--- config.mk ---
export PLATFORM = sky130hd
export DESIGN_NAME = hamming_enc_inject
export DESIGN_NICKNAME = d
export VERILOG_FILES = /design/src/rtl/hamming_enc_inject.sv
export SDC_FILE = /design/constraint.sdc
export NUM_CORES = 1
export LEC_CHECK = 0
export ABC_AREA = 0
export CORE_MARGIN = 4
export CORE_UTILIZATION = 41
export CTS_CLUSTER_SIZE = 28
export DETAILED_ROUTE_END_ITERATION = 8
export PLACE_DENSITY_LB_ADDON = 0.1
export SLEW_MARGIN = 30
export SYNTH_ARGS = -nofsm -noshare
export SYNTH_HDL_FRONTEND = slang
export SYNTH_SLANG_ARGS = --single-unit
--- constraint.sdc ---
create_clock -name clk_i -period 3.4 [get_ports clk_i]
set_input_delay 0.68 -clock clk_i [delete_from_list [all_inputs] [get_ports clk_i]]
set_output_delay 0.68 -clock clk_i [all_outputs]
set_load 0.02 [all_outputs]
--- src/rtl/hamming_enc_inject.sv ---
// Hamming(2^R-1) encoder with one output register stage and periodic single-bit error injection.
// Define HAMMING_SECDED_EN to add an overall even-parity bit at out_code_o[0].
module hamming_enc_inject #(
  parameter int R     = 4,
  parameter int CNT_W = 8,
  localparam int N    = (1 << R) - 1,
  localparam int K    = N - R,
`ifdef HAMMING_SECDED_EN
  localparam int LSB  = 0
`else
  localparam int LSB  = 1
`endif
) (
  input  logic             clk_i,
  input  logic             rst_ni,
  input  logic             in_valid_i,
  output logic             in_ready_o,
  input  logic [K-1:0]     in_data_i,
  output logic             out_valid_o,
  input  logic             out_ready_i,
  output logic [N:LSB]     out_code_o,
  output logic             out_inj_o,
  input  logic             cfg_inj_en_i,
  input  logic [R-1:0]     cfg_inj_pos_i,
  input  logic [CNT_W-1:0] cfg_inj_period_i,
  output logic [15:0]      stat_inj_cnt_o,
  output logic [CNT_W-1:0] dbg_cnt_o
);

  // Handshake: a word moves when valid && ready on the same rising edge; the output
  // register accepts a new word whenever it is empty or being drained this cycle.
  logic             out_valid_q, out_valid_d;
  logic [N:LSB]     out_code_q, out_code_d;
  logic             out_inj_q, out_inj_d;
  logic [CNT_W-1:0] cnt_q, cnt_d;
  logic [15:0]      stat_q, stat_d;

  logic             accept;
  logic [N:1]       placed;
  logic [N:1]       enc_code;
  logic [N:1]       flip;
  logic [N:LSB]     code_ext;
  logic [N:LSB]     flip_ext;
  logic [CNT_W-1:0] period_m1;
  logic             inj_hit;
  logic             inj_flag;
  int               di;

  assign in_ready_o = !out_valid_q || out_ready_i;
  assign accept     = in_valid_i && in_ready_o;

  // Data bits fill the non-power-of-two positions in ascending order.
  always_comb begin
    placed = '0;
    di     = 0;
    for (int p = 1; p <= N; p++) begin
      if ((p & (p - 1)) != 0) begin
        placed[p] = in_data_i[di];
        di        = di + 1;
      end
    end
  end

  always_comb begin
    enc_code = placed;
    for (int i = 0; i < R; i++) begin
      logic par;
      par = 1'b0;
      for (int p = 1; p <= N; p++) begin
        if (((p >> i) & 1) == 1) par = par ^ placed[p];
      end
      enc_code[1 << i] = par;
    end
  end

  // A zero period behaves like one: every word hits.
  assign period_m1 = (cfg_inj_period_i == '0) ? '0 : cfg_inj_period_i - CNT_W'(1);
  assign inj_hit   = cfg_inj_en_i && (cnt_q >= period_m1);
  assign inj_flag  = inj_hit && (cfg_inj_pos_i != '0);

  always_comb begin
    flip = '0;
    for (int p = 1; p <= N; p++) begin
      flip[p] = inj_flag && (cfg_inj_pos_i == R'(p));
    end
  end

  // Overall parity is taken before the flip so any injected error shows as a single error.
`ifdef HAMMING_SECDED_EN
  assign code_ext = {enc_code, ^enc_code};
  assign flip_ext = {flip, 1'b0};
`else
  assign code_ext = enc_code;
  assign flip_ext = flip;
`endif

  always_comb begin
    out_valid_d = out_valid_q;
    out_code_d  = out_code_q;
    out_inj_d   = out_inj_q;
    cnt_d       = cnt_q;
    stat_d      = stat_q;
    if (accept) begin
      out_valid_d = 1'b1;
      out_code_d  = code_ext ^ flip_ext;
      out_inj_d   = inj_flag;
      if (inj_flag && (stat_q != 16'hFFFF)) stat_d = stat_q + 16'd1;
    end else if (out_ready_i) begin
      out_valid_d = 1'b0;
    end
    if (!cfg_inj_en_i) begin
      cnt_d = '0;
    end else if (accept) begin
      cnt_d = inj_hit ? '0 : cnt_q + CNT_W'(1);
    end
  end

  always_ff @(posedge clk_i) begin
    if (!rst_ni) begin
      out_valid_q <= 1'b0;
      out_code_q  <= '0;
      out_inj_q   <= 1'b0;
      cnt_q       <= '0;
      stat_q      <= '0;
    end else begin
      out_valid_q <= out_valid_d;
      out_code_q  <= out_code_d;
      out_inj_q   <= out_inj_d;
      cnt_q       <= cnt_d;
      stat_q      <= stat_d;
    end
  end

  assign out_valid_o    = out_valid_q;
  assign out_code_o     = out_code_q;
  assign out_inj_o      = out_inj_q;
  assign stat_inj_cnt_o = stat_q;
  assign dbg_cnt_o      = cnt_q;

endmodule

==> reports/results.ini <==
[routing]
ant_nets=0
wl_um=7120
drt_pre_antenna_iters=4
vias=2747
route.detailed.drc=0
drt-wirelength-per-cell_um=14.5
drtIter0Drc=122
viasPerCell=5.58

[timing]
finalCritPeriodShare_pct=96.0
slew_headroom_pct=41.8
min_period_ps=3260
slew_violations=0
tns_ps=0
worstMarginPinSlew_ps=866
skew_ps=10.8
max_clock_freq_mhz=306
setup_violations=0
rsz0062_at_grt=false
finalHoldViolCount=0

[logic_synthesis]
syn-num-nets=369
synthCells=330
yosysUniqueCellTypes=41
synth-seq-cells=41
synth_ff_type=dfxtp_1
ys_seq_area_share_pct=30.8
synth_common_cells=dfxtp_1, o21ai_0, nand2_1, nand3_1
yosysTopAreaCell=dfxtp_1
synth_top_area_share_pct=30.8
async_flop_share_pct=0
syn_area_per_cell_um2=8.09
yosysWarnings=0
synth.area.top_cells=dfxtp_1, o21ai_0, xnor2_1
synth_edf_count=0
syn_area_mm2=0.00267
synth.most_common_cell=dfxtp_1

[final_layout]
fin_cells=492
multi_input_area_mm2=0.00178
antennaDiodeCount=0
fillers=601
fin_nets=453
layout-drive-gt1-share_pct=12.8
regArea_um2=821
area_delta_synth_final_pct=40.4

[power]
switchingPower_w=0.000323
power_frac_seq_pct=43.6
p_int_w=0.000843
ir_drop_mv=0.203
clockPowerShare_pct=34.1
p_leak_nw=1.30
p_comb_share_pct=22.3
netSwitchingFraction_pct=27.7
power.density_mw_per_mm2=311

[global_route]
grtUsageTotal_pct=18.4
antenna_found_initial=0
grt_pass1_vias=2465
grt_max_degree=33
grt_pass1_wl_um=11600
gr-total-overflow=0

[floorplanning]
ios=70
placementRows=29
die_h_um=88.7
core-area_mm2=0.00635
fp.dieArea_mm2=0.00786
start_util_pct=42.0
die_w_um=88.7

[critical_path]
cp_max_fo=13
criticalPathCategory=input pin to register
arrival_ps=3490
setup.worst_path.end_class=register
path_buf_inv=3
critPathRequiredTime_ps=3630
path_cells=clkdlybuf4s15_1 -> nor4_4 -> nand2_1 -> or3_4 -> and2_1 -> ha_1 -> nand2b_4 -> a2111oi_2 -> o311a_1 -> buf_6 -> buf_16 -> or4_1 -> a21oi_1
cp_slowest_cell=or4_1
critPathTopFamily=simple AND/OR/NAND/NOR gates
cp-start-kind=input pin
slowest_delay_ps=500

[clocking]
ctsHoldBuffers=0
path_clk_slew_ps=80
clock_path_buffers=2
cts_sinks=41
cts-buffers-inserted=5
clockRootBuffer=clkbuf_8
h-tree-depth=2
clock_latency_ps=300
cts_tree=built

[status]
status=completed

[placement]
dp_hpwl_um=5180
dp.cells=476
place.gp.congestion=0.828
io_buffers=69

[hold_path]
min_path_type=register to register

[run]
maxCapViolCount=0

[worst reg2reg max path, stage by stage, from the launching register on]
cell and delay (ps):
dfxtp_1 430, inv_1 70, ha_1 280, nand2b_4 120, a2111oi_2 60, o311a_1 320, buf_6 150, buf_16 140
or4_1 500, a21oi_1 140
[through the flow]
step	setup slack, ps	cell area [um^2]	power [W]	hold slack, ps	utilization, %
finish	136	3750	0.00117	476	59.0
global route	7.29	3750	0.00123	493	59.0
CTS	50.3	3710	0.00118	471	58.5
detailed placement	-511	3510	0.000775	460	55.3
global placement	-452	3510	0.000772	460	55.3
floorplan	72.1	2670	0.000660	529	-
[layer usage]
layer  wire (um)  track usage (%)  part of all wire (%)
met5           0                0                     0
met4         101             5.91                   1.4
met3         420             3.54                   5.9
met2        3260             28.9                    46
met1        3340             25.4                    47
[final timing paths]
kind         slack, ps           startpoint   endpoint  cells past startpoint
max                140  cfg_inj_period_i[2]  out_inj_o                     13
min                480            out_inj_o  out_inj_o                      2
min reg2reg        480            out_inj_o  out_inj_o                      2
max reg2reg       1130         dbg_cnt_o[0]  out_inj_o                      9
[cells in the final DEF, fill, tap and decap left out, drive strengths merged, types with 8 or more instances in the layout]
cell | synthesis | routed
nand3 | 22 | 22
a31oi | 15 | 15
ha | 11 | 11
nand4 | 10 | 10
clkbuf | 11 | 8
clkdlybuf4s50 | 0 | 63
xnor2 | 17 | 17
nand2b | 9 | 9
nor2 | 13 | 13
o31ai | 9 | 9
nand2 | 25 | 25
dfxtp | 41 | 41
buf | 8 | 27
or3 | 17 | 17
xor2 | 12 | 12
or4 | 10 | 10
a21oi | 14 | 14
o21ai | 32 | 32
[cells by family (layout without fill, tap and decap cells)]
| kind of cell | after synthesis | after routing | share of synthesized area, % |
|---|---|---|---|
| AND/OR/NAND/NOR | 138 | 138 | 29.5 |
| AO/OA/AOI/OAI | 80 | 80 | 18.4 |
| flip-flops | 41 | 41 | 30.8 |
| XOR/XNOR | 29 | 29 | 9.52 |
| buffers and inverters | 25 | 110 | 4.45 |
| adder cells (fa/ha/maj) | 11 | 11 | 5.16 |
| multiplexers | 6 | 6 | 2.25 |
[area by class of cell]
cell class	count	area share [%]
clock buffer	6	1.94
tap	77	2.57
multi-input combinational	264	47.4
clock inverter	2	1.04
inverter	6	0.601
sequential	41	21.9
timing repair buffer	96	24.5
[registers in the layout, indices dropped and copies added, names as in the netlist]
| register | flops |
|---|---|
| dbg_cnt_o | 8 |
| out_code_o | 15 |
| out_inj_o | 1 |
| out_valid_o | 1 |
| stat_inj_cnt_o | 16 |
[power by group through the flow]
stage | clock network [W] | registers [W] | logic [W]
final | 0.000397 | 0.000509 | 0.000260
after global routing | 0.000431 | 0.000511 | 0.000286
after CTS | 0.000409 | 0.000509 | 0.000260
after detailed placement | 0 | 0.000519 | 0.000256
after global placement | 0 | 0.000520 | 0.000252
after floorplan | 0 | 0.000539 | 0.000121
[what timing repair did]
item	in CTS	in global routing
resized for setup	14	11
buffers inserted	6	1
pin swaps	8	4
endpoints found under the setup margin	39	38
cloned	1	0
No activity file was read; power rests on OpenSTA's default activity.
